--- src/rtl/rl_action_sched_if.sv ---
// Stream and compare-unit handshake bundle for rl_action_sched.
// The scheduler takes the master modport; the environment takes the slave modport.
interface rl_action_sched_if #(
  parameter int W     = 16,
  parameter int IDX_W = 2
);
  logic [W-1:0]     s_axis_q_tdata;
  logic             s_axis_q_tvalid;
  logic             s_axis_q_tready;
  logic [W-1:0]     cmp_a_tdata;
  logic             cmp_a_tvalid;
  logic [W-1:0]     cmp_b_tdata;
  logic             cmp_b_tvalid;
  logic             cmp_result_tvalid;
  logic             cmp_index;
  logic             cmp_equal;
  logic [IDX_W-1:0] m_axis_act_tdata;
  logic             m_axis_act_tvalid;
  logic             m_axis_act_tready;

  modport master (
    input  s_axis_q_tdata, s_axis_q_tvalid,
    output s_axis_q_tready,
    output cmp_a_tdata, cmp_a_tvalid, cmp_b_tdata, cmp_b_tvalid,
    input  cmp_result_tvalid, cmp_index, cmp_equal,
    output m_axis_act_tdata, m_axis_act_tvalid,
    input  m_axis_act_tready
  );

  modport slave (
    output s_axis_q_tdata, s_axis_q_tvalid,
    input  s_axis_q_tready,
    input  cmp_a_tdata, cmp_a_tvalid, cmp_b_tdata, cmp_b_tvalid,
    output cmp_result_tvalid, cmp_index, cmp_equal,
    input  m_axis_act_tdata, m_axis_act_tvalid,
    output m_axis_act_tready
  );
endinterface

--- src/rtl/rl_action_sched.sv ---
// Sequential argmax over one buffered Q-vector using a shared external compare unit.
// Define RL_EXPLORE_EN to add epsilon-greedy exploration (eps_thresh in, m_axis_act_explore out).
//
// state    | meaning
// S_LOAD   | accepting Q-values into the buffer
// S_ISSUE  | one-cycle compare issue of buf[best_idx] vs buf[cand]
// S_WAIT   | waiting for the compare result or the timeout
// S_UPDATE | advance to the next candidate or finish
// S_DONE   | holding the selected action until accepted
module rl_action_sched #(
  parameter int EXP         = 5,
  parameter int FRA         = 10,
  parameter int N_ACT       = 4,
  parameter int IDX_W       = 2,
  parameter int CMP_TIMEOUT = 64
) (
  input  logic               aclk,
  input  logic               aresetn,
  rl_action_sched_if.master  bus,
`ifdef RL_EXPLORE_EN
  input  logic [7:0]         eps_thresh,
  output logic               m_axis_act_explore,
`endif
  output logic               busy,
  output logic               timeout_err
);
  localparam int W   = EXP + FRA + 1;
  localparam int WCW = $clog2(CMP_TIMEOUT + 1);
  localparam logic [IDX_W-1:0] LAST = IDX_W'(N_ACT - 1);

  typedef enum logic [2:0] {S_LOAD, S_ISSUE, S_WAIT, S_UPDATE, S_DONE} state_t;

  state_t           state, state_nxt;
  logic [IDX_W-1:0] cnt, best_idx, cand, out_idx, pick_idx;
  logic [WCW-1:0]   wait_cnt;
  logic [W-1:0]     q_buf [N_ACT];
  logic             load_beat, issue, tmo, done_entry, pick_explore;

  always_ff @(posedge aclk or negedge aresetn) begin
    if (!aresetn) state <= S_LOAD;
    else          state <= state_nxt;
  end

  always_comb begin
    state_nxt = state;
    load_beat = 1'b0;
    issue     = 1'b0;
    tmo       = 1'b0;
    unique case (state)
      S_LOAD: begin
        load_beat = bus.s_axis_q_tvalid;
        if (bus.s_axis_q_tvalid && cnt == LAST) state_nxt = S_ISSUE;
      end
      S_ISSUE: begin
        issue     = 1'b1;
        state_nxt = S_WAIT;
      end
      S_WAIT: begin
        // a result arriving on the last allowed cycle beats the timeout
        if (bus.cmp_result_tvalid) begin
          state_nxt = S_UPDATE;
        end else if (wait_cnt == WCW'(CMP_TIMEOUT - 1)) begin
          tmo       = 1'b1;
          state_nxt = S_DONE;
        end
      end
      S_UPDATE: state_nxt = (cand == LAST) ? S_DONE : S_ISSUE;
      S_DONE:   if (bus.m_axis_act_tready) state_nxt = S_LOAD;
      default:  state_nxt = S_LOAD;
    endcase
  end

  assign done_entry = (state != S_DONE) && (state_nxt == S_DONE);

  always_ff @(posedge aclk) begin
    if (load_beat) q_buf[cnt] <= bus.s_axis_q_tdata;
  end

  always_ff @(posedge aclk or negedge aresetn) begin
    if (!aresetn) begin
      cnt         <= '0;
      best_idx    <= '0;
      cand        <= '0;
      wait_cnt    <= '0;
      timeout_err <= 1'b0;
    end else begin
      if (load_beat) begin
        cnt <= (cnt == LAST) ? '0 : cnt + 1'b1;
        if (cnt == '0) timeout_err <= 1'b0;
        if (cnt == LAST) begin
          best_idx <= '0;
          cand     <= IDX_W'(1);
        end
      end
      if (issue) wait_cnt <= '0;
      if (state == S_WAIT) begin
        wait_cnt <= wait_cnt + 1'b1;
        // ties and A>B keep the incumbent, so equal values resolve to the lower index
        if (bus.cmp_result_tvalid && !bus.cmp_equal && !bus.cmp_index) best_idx <= cand;
      end
      if (tmo) timeout_err <= 1'b1;
      if (state == S_UPDATE && cand != LAST) cand <= cand + 1'b1;
      if (state == S_DONE && bus.m_axis_act_tready) cnt <= '0;
    end
  end

`ifdef RL_EXPLORE_EN
  logic [15:0] lfsr;
  logic        lfsr_fb;

  assign lfsr_fb      = lfsr[15] ^ lfsr[13] ^ lfsr[12] ^ lfsr[10];
  assign pick_explore = (lfsr[15:8] < eps_thresh) && (32'(lfsr[IDX_W-1:0]) < N_ACT);
  assign pick_idx     = pick_explore ? lfsr[IDX_W-1:0] : best_idx;

  always_ff @(posedge aclk or negedge aresetn) begin
    if (!aresetn) begin
      lfsr               <= 16'hACE1;
      m_axis_act_explore <= 1'b0;
    end else begin
      lfsr <= {lfsr[14:0], lfsr_fb};
      if (done_entry) m_axis_act_explore <= pick_explore;
    end
  end
`else
  assign pick_explore = 1'b0;
  assign pick_idx     = best_idx;
`endif

  always_ff @(posedge aclk or negedge aresetn) begin
    if (!aresetn)        out_idx <= '0;
    else if (done_entry) out_idx <= pick_idx;
  end

  assign bus.s_axis_q_tready   = (state == S_LOAD);
  assign bus.cmp_a_tvalid      = issue;
  assign bus.cmp_b_tvalid      = issue;
  assign bus.cmp_a_tdata       = issue ? q_buf[best_idx] : '0;
  assign bus.cmp_b_tdata       = issue ? q_buf[cand] : '0;
  assign bus.m_axis_act_tvalid = (state == S_DONE);
  assign bus.m_axis_act_tdata  = out_idx;
  assign busy = !((state == S_LOAD) && (cnt == '0));
endmodule

--- src/flat_wrapper.sv ---
// flat-port wrapper written by rule: the top's interface ports become plain ports
module rl_action_sched_flat 
#(
  parameter int EXP         = 5,
  parameter int FRA         = 10,
  parameter int N_ACT       = 4,
  parameter int IDX_W       = 2,
  parameter int CMP_TIMEOUT = 64
)
  (aclk, aresetn, busy, timeout_err, bus_s_axis_q_tdata, bus_s_axis_q_tvalid, bus_s_axis_q_tready, bus_cmp_a_tdata, bus_cmp_a_tvalid, bus_cmp_b_tdata, bus_cmp_b_tvalid, bus_cmp_result_tvalid, bus_cmp_index, bus_cmp_equal, bus_m_axis_act_tdata, bus_m_axis_act_tvalid, bus_m_axis_act_tready);
  rl_action_sched_if #(.W(16), .IDX_W(IDX_W)) bus_i ();
  input  logic aclk;
  input  logic aresetn;
  output logic busy;
  output logic timeout_err;
  input wire logic [$bits(bus_i.s_axis_q_tdata)-1:0] bus_s_axis_q_tdata;
  input wire logic [$bits(bus_i.s_axis_q_tvalid)-1:0] bus_s_axis_q_tvalid;
  output wire logic [$bits(bus_i.s_axis_q_tready)-1:0] bus_s_axis_q_tready;
  output wire logic [$bits(bus_i.cmp_a_tdata)-1:0] bus_cmp_a_tdata;
  output wire logic [$bits(bus_i.cmp_a_tvalid)-1:0] bus_cmp_a_tvalid;
  output wire logic [$bits(bus_i.cmp_b_tdata)-1:0] bus_cmp_b_tdata;
  output wire logic [$bits(bus_i.cmp_b_tvalid)-1:0] bus_cmp_b_tvalid;
  input wire logic [$bits(bus_i.cmp_result_tvalid)-1:0] bus_cmp_result_tvalid;
  input wire logic [$bits(bus_i.cmp_index)-1:0] bus_cmp_index;
  input wire logic [$bits(bus_i.cmp_equal)-1:0] bus_cmp_equal;
  output wire logic [$bits(bus_i.m_axis_act_tdata)-1:0] bus_m_axis_act_tdata;
  output wire logic [$bits(bus_i.m_axis_act_tvalid)-1:0] bus_m_axis_act_tvalid;
  input wire logic [$bits(bus_i.m_axis_act_tready)-1:0] bus_m_axis_act_tready;
  assign bus_i.s_axis_q_tdata = bus_s_axis_q_tdata;
  assign bus_i.s_axis_q_tvalid = bus_s_axis_q_tvalid;
  assign bus_s_axis_q_tready = bus_i.s_axis_q_tready;
  assign bus_cmp_a_tdata = bus_i.cmp_a_tdata;
  assign bus_cmp_a_tvalid = bus_i.cmp_a_tvalid;
  assign bus_cmp_b_tdata = bus_i.cmp_b_tdata;
  assign bus_cmp_b_tvalid = bus_i.cmp_b_tvalid;
  assign bus_i.cmp_result_tvalid = bus_cmp_result_tvalid;
  assign bus_i.cmp_index = bus_cmp_index;
  assign bus_i.cmp_equal = bus_cmp_equal;
  assign bus_m_axis_act_tdata = bus_i.m_axis_act_tdata;
  assign bus_m_axis_act_tvalid = bus_i.m_axis_act_tvalid;
  assign bus_i.m_axis_act_tready = bus_m_axis_act_tready;
  rl_action_sched #(.EXP(EXP), .FRA(FRA), .N_ACT(N_ACT), .IDX_W(IDX_W), .CMP_TIMEOUT(CMP_TIMEOUT)) u_core (.aclk(aclk), .aresetn(aresetn), .bus(bus_i), .busy(busy), .timeout_err(timeout_err));
endmodule
--- config.mk ---
export PLATFORM = sky130hd
export DESIGN_NAME = rl_action_sched_flat
export DESIGN_NICKNAME = d
export VERILOG_FILES = /design/src/rtl/rl_action_sched_if.sv /design/src/rtl/rl_action_sched.sv /design/src/flat_wrapper.sv
export SDC_FILE = /design/constraint.sdc
export NUM_CORES = 1
export LEC_CHECK = 0
export ABC_AREA = 1
export CAP_MARGIN = 25
export CORE_MARGIN = 2
export CORE_UTILIZATION = 49
export DETAILED_ROUTE_END_ITERATION = 12
export GPL_TIMING_DRIVEN = 0
export PLACE_DENSITY_LB_ADDON = 0.3
export SLEW_MARGIN = 20
export SYNTH_ARGS = -nofsm -noshare
export SYNTH_HDL_FRONTEND = slang
export SYNTH_SLANG_ARGS = --single-unit
export TNS_END_PERCENT = 100
--- constraint.sdc ---
create_clock -name aclk -period 2.1 [get_ports aclk]
set_input_delay 0.525 -clock aclk [delete_from_list [all_inputs] [get_ports aclk]]
set_output_delay 0.525 -clock aclk [all_outputs]
set_load 0.05 [all_outputs]
==> results of run 1 <==
registers in the layout, summed over array words and instances, names as in the netlist:
| name | flops |
|---|---|
| u_core.q_buf | 64 |
| u_core.wait_cnt | 7 |
| u_core.state | 3 |
| u_core.best_idx | 2 |
| u_core.bus.m_axis_act_tdata | 2 |
| u_core.cand | 2 |
| u_core.cnt | 2 |
| u_core.timeout_err | 1 |
final timing paths:
| kind | start | endpoint | slack [ns] | depth (start not counted) |
|---|---|---|---|---|
| max in group asynchronous | aresetn | u_core.state[0] | 0.86 | 1 |
| hold / removal | u_core.bus.m_axis_act_tdata[0] | u_core.bus.m_axis_act_tdata[0] | 0.48 | 2 |
| setup / recovery | u_core.cand[0] | bus_cmp_b_tdata[10] | -0.12 | 6 |
| hold reg to reg | u_core.bus.m_axis_act_tdata[0] | u_core.bus.m_axis_act_tdata[0] | 0.48 | 2 |
| setup reg to reg | u_core.state[0] | u_core.q_buf[2][13] | 0.15 | 6 |
| min in group asynchronous | aresetn | u_core.wait_cnt[0] | 0.66 | 1 |
cell families (layout without fill, tap and decap cells):
kind of cell             count (synthesis)  after routing  share of synthesized area
flip-flops                              83             83                     0.5943
XOR/XNOR                                 2              2                   0.004343
adder cells (fa/ha/maj)                  6              6                    0.01861
AND/OR/NAND/NOR                         88             88                     0.1005
AO/OA/AOI/OAI                          144            144                     0.2010
buffers and inverters                   81            183                    0.08126
through the flow:
step / instances / hold WS (ns) / total power, µW / setup WS (ns) / setup TNS [ns]
finish: 611 / 0.4761 / 8338 / -0.1151 / -2.319
global route: 611 / 0.5116 / 8703 / -0.1955 / -4.050
CTS: 604 / 0.4847 / 7754 / -0.08442 / -1.236
detailed placement: 573 / 0.4670 / 5682 / -0.6087 / -26.84
global placement: 571 / 0.4611 / 5570 / -0.9102 / -49.79
floorplan: 404 / 0.2294 / 4588 / -0.1077 / -1.751
report_power, final:
part           switching [µW]  internal [µW]
clock                     544            615
combinational            2920           1970
sequential                203           2090
total                    3660           4670
cell usage in the layout, fill, tap and decap left out, drive strengths merged:
cell type / Yosys / routed
inv: 55 / 53
a31oi: 1 / 1
nand2: 60 / 60
buf: 17 / 76
edfxtp: 64 / 64
a22o: 1 / 1
dfrtp: 19 / 19
nand3: 11 / 11
clkinvlp: 0 / 2
bufinv: 0 / 1
o21ai: 40 / 40
clkinv: 0 / 1
clkdlybuf4s50: 0 / 25
nor3: 5 / 5
a21oi: 67 / 67
nor2: 10 / 10
clkbuf: 9 / 25
xnor2: 1 / 1
ha: 6 / 6
nand4: 2 / 2
o211ai: 33 / 33
xor2: 1 / 1
o22ai: 2 / 2
routing by layer:
layer	global-route usage	up-vias	routed length, µm
li1	-	1623	-
met1	0.3535	1759	4740
met2	0.4309	208	6039
met3	0.05347	33	944
met4	0.1413	0	325
met5	0	-	0
tightest hold or removal path: cells and delay by family, from the launching register on:
kind,cells,cell delay (ns)
simple gates,2,0.10
flops,1,0.34
layout make-up:
cell class / instances / area, µm² / share of cell area
buffer: 24 / 305.3 / 0.05217
clock buffer: 14 / 162.7 / 0.02780
clock inverter: 2 / 35.03 / 0.005987
inverter: 55 / 214.0 / 0.03656
multi-input combinational: 240 / 1623 / 0.2773
sequential: 83 / 2405 / 0.4109
tap: 105 / 131.4 / 0.02245
timing repair buffer: 88 / 975.9 / 0.1668
repair_timing:
item	CTS	global route
endpoints found under the setup margin	37	48
pin swaps	51	40
resized for setup	359	54
gates cloned	4	3
setup buffers	13	4
==> impl_metrics.toml, run 1 <==
[timing]
period_needed_ns = 2.215
fin_skew_ns = 0.01347
finalCritPeriodShare = 1.055
rsz0062_at_grt = "yes"
max_freq_mhz = 451.4
relSlewSlack = 0.4317
setup_slack_ns = -0.1151
hold_viol = 0
slew_violations = 0
setup_viol = 33
tightest_slew_ns = 0.8498

[yosys]
synth_area_leaders = "edfxtp_1, dfrtp_1, a21oi_1, o211ai_1, inv_1"
synth_cells = 404
async_flop_share = 0.2289
ys_seq_area_frac = 0.5943
yosysTopAreaCell = "edfxtp_1"
ys.flop_type = "edfxtp_1"
synth_top_cell_area_share = 0.4764
syn_nets = 433
synth_most_common_cell = "a21oi_1"
postSynthAreaPerCell_um2 = 9.985
ys.warnings.count = 0
yosysUniqueCellTypes = 27
syn_area_mm2 = 0.004034
synth_commonest_cells = "a21oi_1, edfxtp_1, inv_1"
ys_seq_elements = 83
synth_edf_count = 64

[routing]
detail-route-antenna-nets = 0
dr.first_iter.drc_count = 363
avgRoutedWirePerCell_um = 19.72
drt-pass1-iter-count = 5
via_per_inst = 5.930
drt_wl_total_um = 12050
drc = 0
vias = 3623

[clock_tree]
numCtsBuffers = 9
ctsHtreeMaxLevel = 3
clkTransAtPathRegs_ns = 0.07
cts-root-buf = "clkbuf_8"
cts_tree = "yes"
cts_buffer_depth = 2
hold_buffers = 0
clk_latency_ns = 0.36
clkSinkCount = 83

[setup_path]
end_kind = "output pin"
cp_cell_sequence = "clkbuf_16, clkbuf_16, nand2_1, o211ai_1, a21oi_2, buf_6"
worstSetupPathType = "flip-flop to output pin"
cp_top_family = "buffers and inverters"
crit_buf_inv = 3
arrival_ns = 1.69
cpMostUsedCell = "clkbuf_16"
critPathLaunchType = "flip-flop"
path_max_fanout = 5
critPathMaxStageDelay_ns = 0.46
crit_required_ns = 1.57
critPathSlowestCell = "dfrtp_2"

[place]
portBuffers = 62
post_dp_cell_area_mm2 = 0.004898
hpwl_um = 7078
gp_congestion = 0.8511

[finish]
antenna_cells = 0
nets = 530
fin_util = 0.7231
syn2layout_area_growth_pct = 45.07
drive_gt1_frac = 0.3854
fin_area_mm2 = 0.005852
final.fill_count = 559

[grt]
grt_max_degree = 20
grt_pass1_wl_um = 18020
grt_pass1_vias = 3620
grtUsageTotal = 0.2711
antenna_found_initial = 0
overflow = 0

[status]
status = "finished with violations"
violations = "negative setup slack"

[floorplan]
core_mm2 = 0.008093
start_util = 0.4985
die_h_um = 94.73
die-area_mm2 = 0.008974
row_count = 33
ioPinCount = 63
die_x_um = 94.73

[run]
drv_cap = 0

[worst_hold_path]
hp-class = "flip-flop to flip-flop"

[power_and_ir_drop]
power.density_mw_per_mm2 = 1425
leakagePower_uw = 0.002272
ir_worst_vdd_mv = 0.5601
No activity file was read; power rests on OpenSTA's default activity.
==> inputs of run 2 (changes only) <==
- CAP_MARGIN: 25 -> 40
==> run 2 against run 1 <==
Effect of this change: the run still ends with negative setup slack left; die area is the same; via count shrank 2.9%; final area shrank 3.9%; worst setup slack gained 0.019 ns; highest routed layer unchanged; utilization shrank 2.8 points; non-clock buffer count shrank 9; sequential share of layout area grew 1.6 points; register-to-register slack is essentially flat; wire length shrank 5.9%.
==> impl_metrics.toml, run 2 (same netlist as run 1, synthesis figures left out) <==
[floorplan]
die_h_um = 94.73
start_util = 0.4985
ioPinCount = 63
die-area_mm2 = 0.008974
die_x_um = 94.73
row_count = 33
core_mm2 = 0.008093

[grt]
grt_max_degree = 17
grt_pass1_wl_um = 17480
grtUsageTotal = 0.2633
antenna_found_initial = 0
overflow = 0
grt_pass1_vias = 3462

[timing]
slew_violations = 0
hold_viol = 0
setup_slack_ns = -0.09617
fin_skew_ns = 0.005699
relSlewSlack = 0.6043
period_needed_ns = 2.196
tightest_slew_ns = 0.5921
finalCritPeriodShare = 1.046
setup_viol = 30
rsz0062_at_grt = "yes"
max_freq_mhz = 455.3

[power_and_ir_drop]
sequentialPowerShare = 0.294
switching_power_uw = 3501
pwr-share-comb = 0.562
leakagePower_uw = 0.002169
ir_worst_vdd_mv = 0.7237
internal-power_uw = 4332
clkPwrFrac = 0.144
power.density_mw_per_mm2 = 1393
swShare = 0.4469
fin_total_pwr_uw = 7833

[status]
status = "finished with violations"
violations = "negative setup slack"

[setup_path]
startpoint = "u_core.cand[0]"
end_kind = "output pin"
worstSetupPathType = "flip-flop to output pin"
path_max_fanout = 10
r2r-end = "u_core.q_buf[2][13]"
critPathLaunchType = "flip-flop"
worstReg2RegStart = "u_core.state[2]"
rr_worst_depth = 7
crit_end = "bus_cmp_b_tdata[12]"
crit_required_ns = 1.57
arrival_ns = 1.67
rrSetupSlack_ns = 0.14

[clock_tree]
clkSinkCount = 83
cts-root-buf = "clkbuf_8"
ctsHtreeMaxLevel = 3
hold_buffers = 0
cts_buffer_depth = 2
cts_tree = "yes"
numCtsBuffers = 9
clk_latency_ns = 0.36
clkTransAtPathRegs_ns = 0.07

[finish]
fin_util = 0.6950
fin_area_mm2 = 0.005624
antenna_cells = 0
largest_reg_flops = 64
layout_common_cells = "edfxtp_1, inv_1, nand2_1"
final_common_cell = "edfxtp_1"
top_regs = "u_core.q_buf (64), u_core.wait_cnt (7), u_core.state (3)"
syn2layout_area_growth_pct = 39.42
drive_gt1_frac = 0.3380
top_register = "u_core.q_buf"
nets = 521

[routing]
via_per_inst = 5.844
detail-route-antenna-nets = 0
drc = 0
vias = 3518
drt-pass1-iter-count = 5
dr.first_iter.drc_count = 289
avgRoutedWirePerCell_um = 18.84
drt_wl_total_um = 11340

[worst_hold_path]
hp-class = "input pin to asynchronous set/reset pin"

[run]
drv_cap = 0

[place]
gp_congestion = 0.8511
post_dp_cell_area_mm2 = 0.004913
hpwl_um = 7153
preCtsSetupSlack_ns = -0.6477
portBuffers = 62
## run 2: metrics by stage
step / hold WS, ns / cells / TNS (ns)
after floorplan: 0.2294 / 404 / -1.751
after global placement: 0.4611 / 571 / -49.79
after detailed placement: 0.4658 / 574 / -27.70
after CTS: 0.3989 / 599 / -1.856
after global routing: 0.4127 / 602 / -4.134
final: 0.3955 / 602 / -1.875
## run 2: worst max-delay path, cell delays in order, from the launching register on
cell and delay [ns]:
dfrtp_1 0.41, buf_6 0.16, buf_12 0.16, a21oi_1 0.13, o21ai_1 0.09, a21oi_2 0.18
buf_6 0.18
## run 2: layout make-up
type	instances	area (µm²)
Fill cell	575	2469
Sequential cell	83	2404
Multi-Input combinational cell	240	1551
Timing Repair Buffer	79	824.5
Buffer	24	304.0
Inverter	55	221.5
Clock buffer	14	152.6
Tap cell	105	131.4
Clock inverter	2	35.03
## run 2: power groups by stage
stage / logic [µW] / registers, µW / clock network (µW)
after global routing: 4640 / 2340 / 1210
after CTS: 4080 / 2290 / 1120
after detailed placement: 3430 / 2270 / 0
after floorplan: 2320 / 2270 / 0
final: 4400 / 2310 / 1130
after global placement: 3310 / 2260 / 0
## run 2: timing repair
| action | in CTS | in global routing |
|---|---|---|
| gates resized for setup | 349 | 38 |
| setup endpoints to repair | 37 | 58 |
| setup buffers | 9 | 2 |
| endpoints found under the hold margin | 0 | 0 |
| cloned | 2 | 1 |
| pin swaps | 39 | 34 |
## run 2: how the worst min path moves through the flow
stage,from,end,cells after the start
floorplan,aresetn,u_core.best_idx[0],0
global placement,u_core.bus.m_axis_act_tdata[1],u_core.bus.m_axis_act_tdata[1],2
detailed placement,u_core.bus.m_axis_act_tdata[1],u_core.bus.m_axis_act_tdata[1],2
CTS,aresetn,u_core.wait_cnt[5],1
global route,aresetn,u_core.wait_cnt[5],1
finish,aresetn,u_core.wait_cnt[0],1
## run 2: layer usage
metal,share of wire,global-route usage
met2,0.49,0.4155
met3,0.080,0.04150
met1,0.40,0.3538
met5,0,0
met4,0.029,0.1353
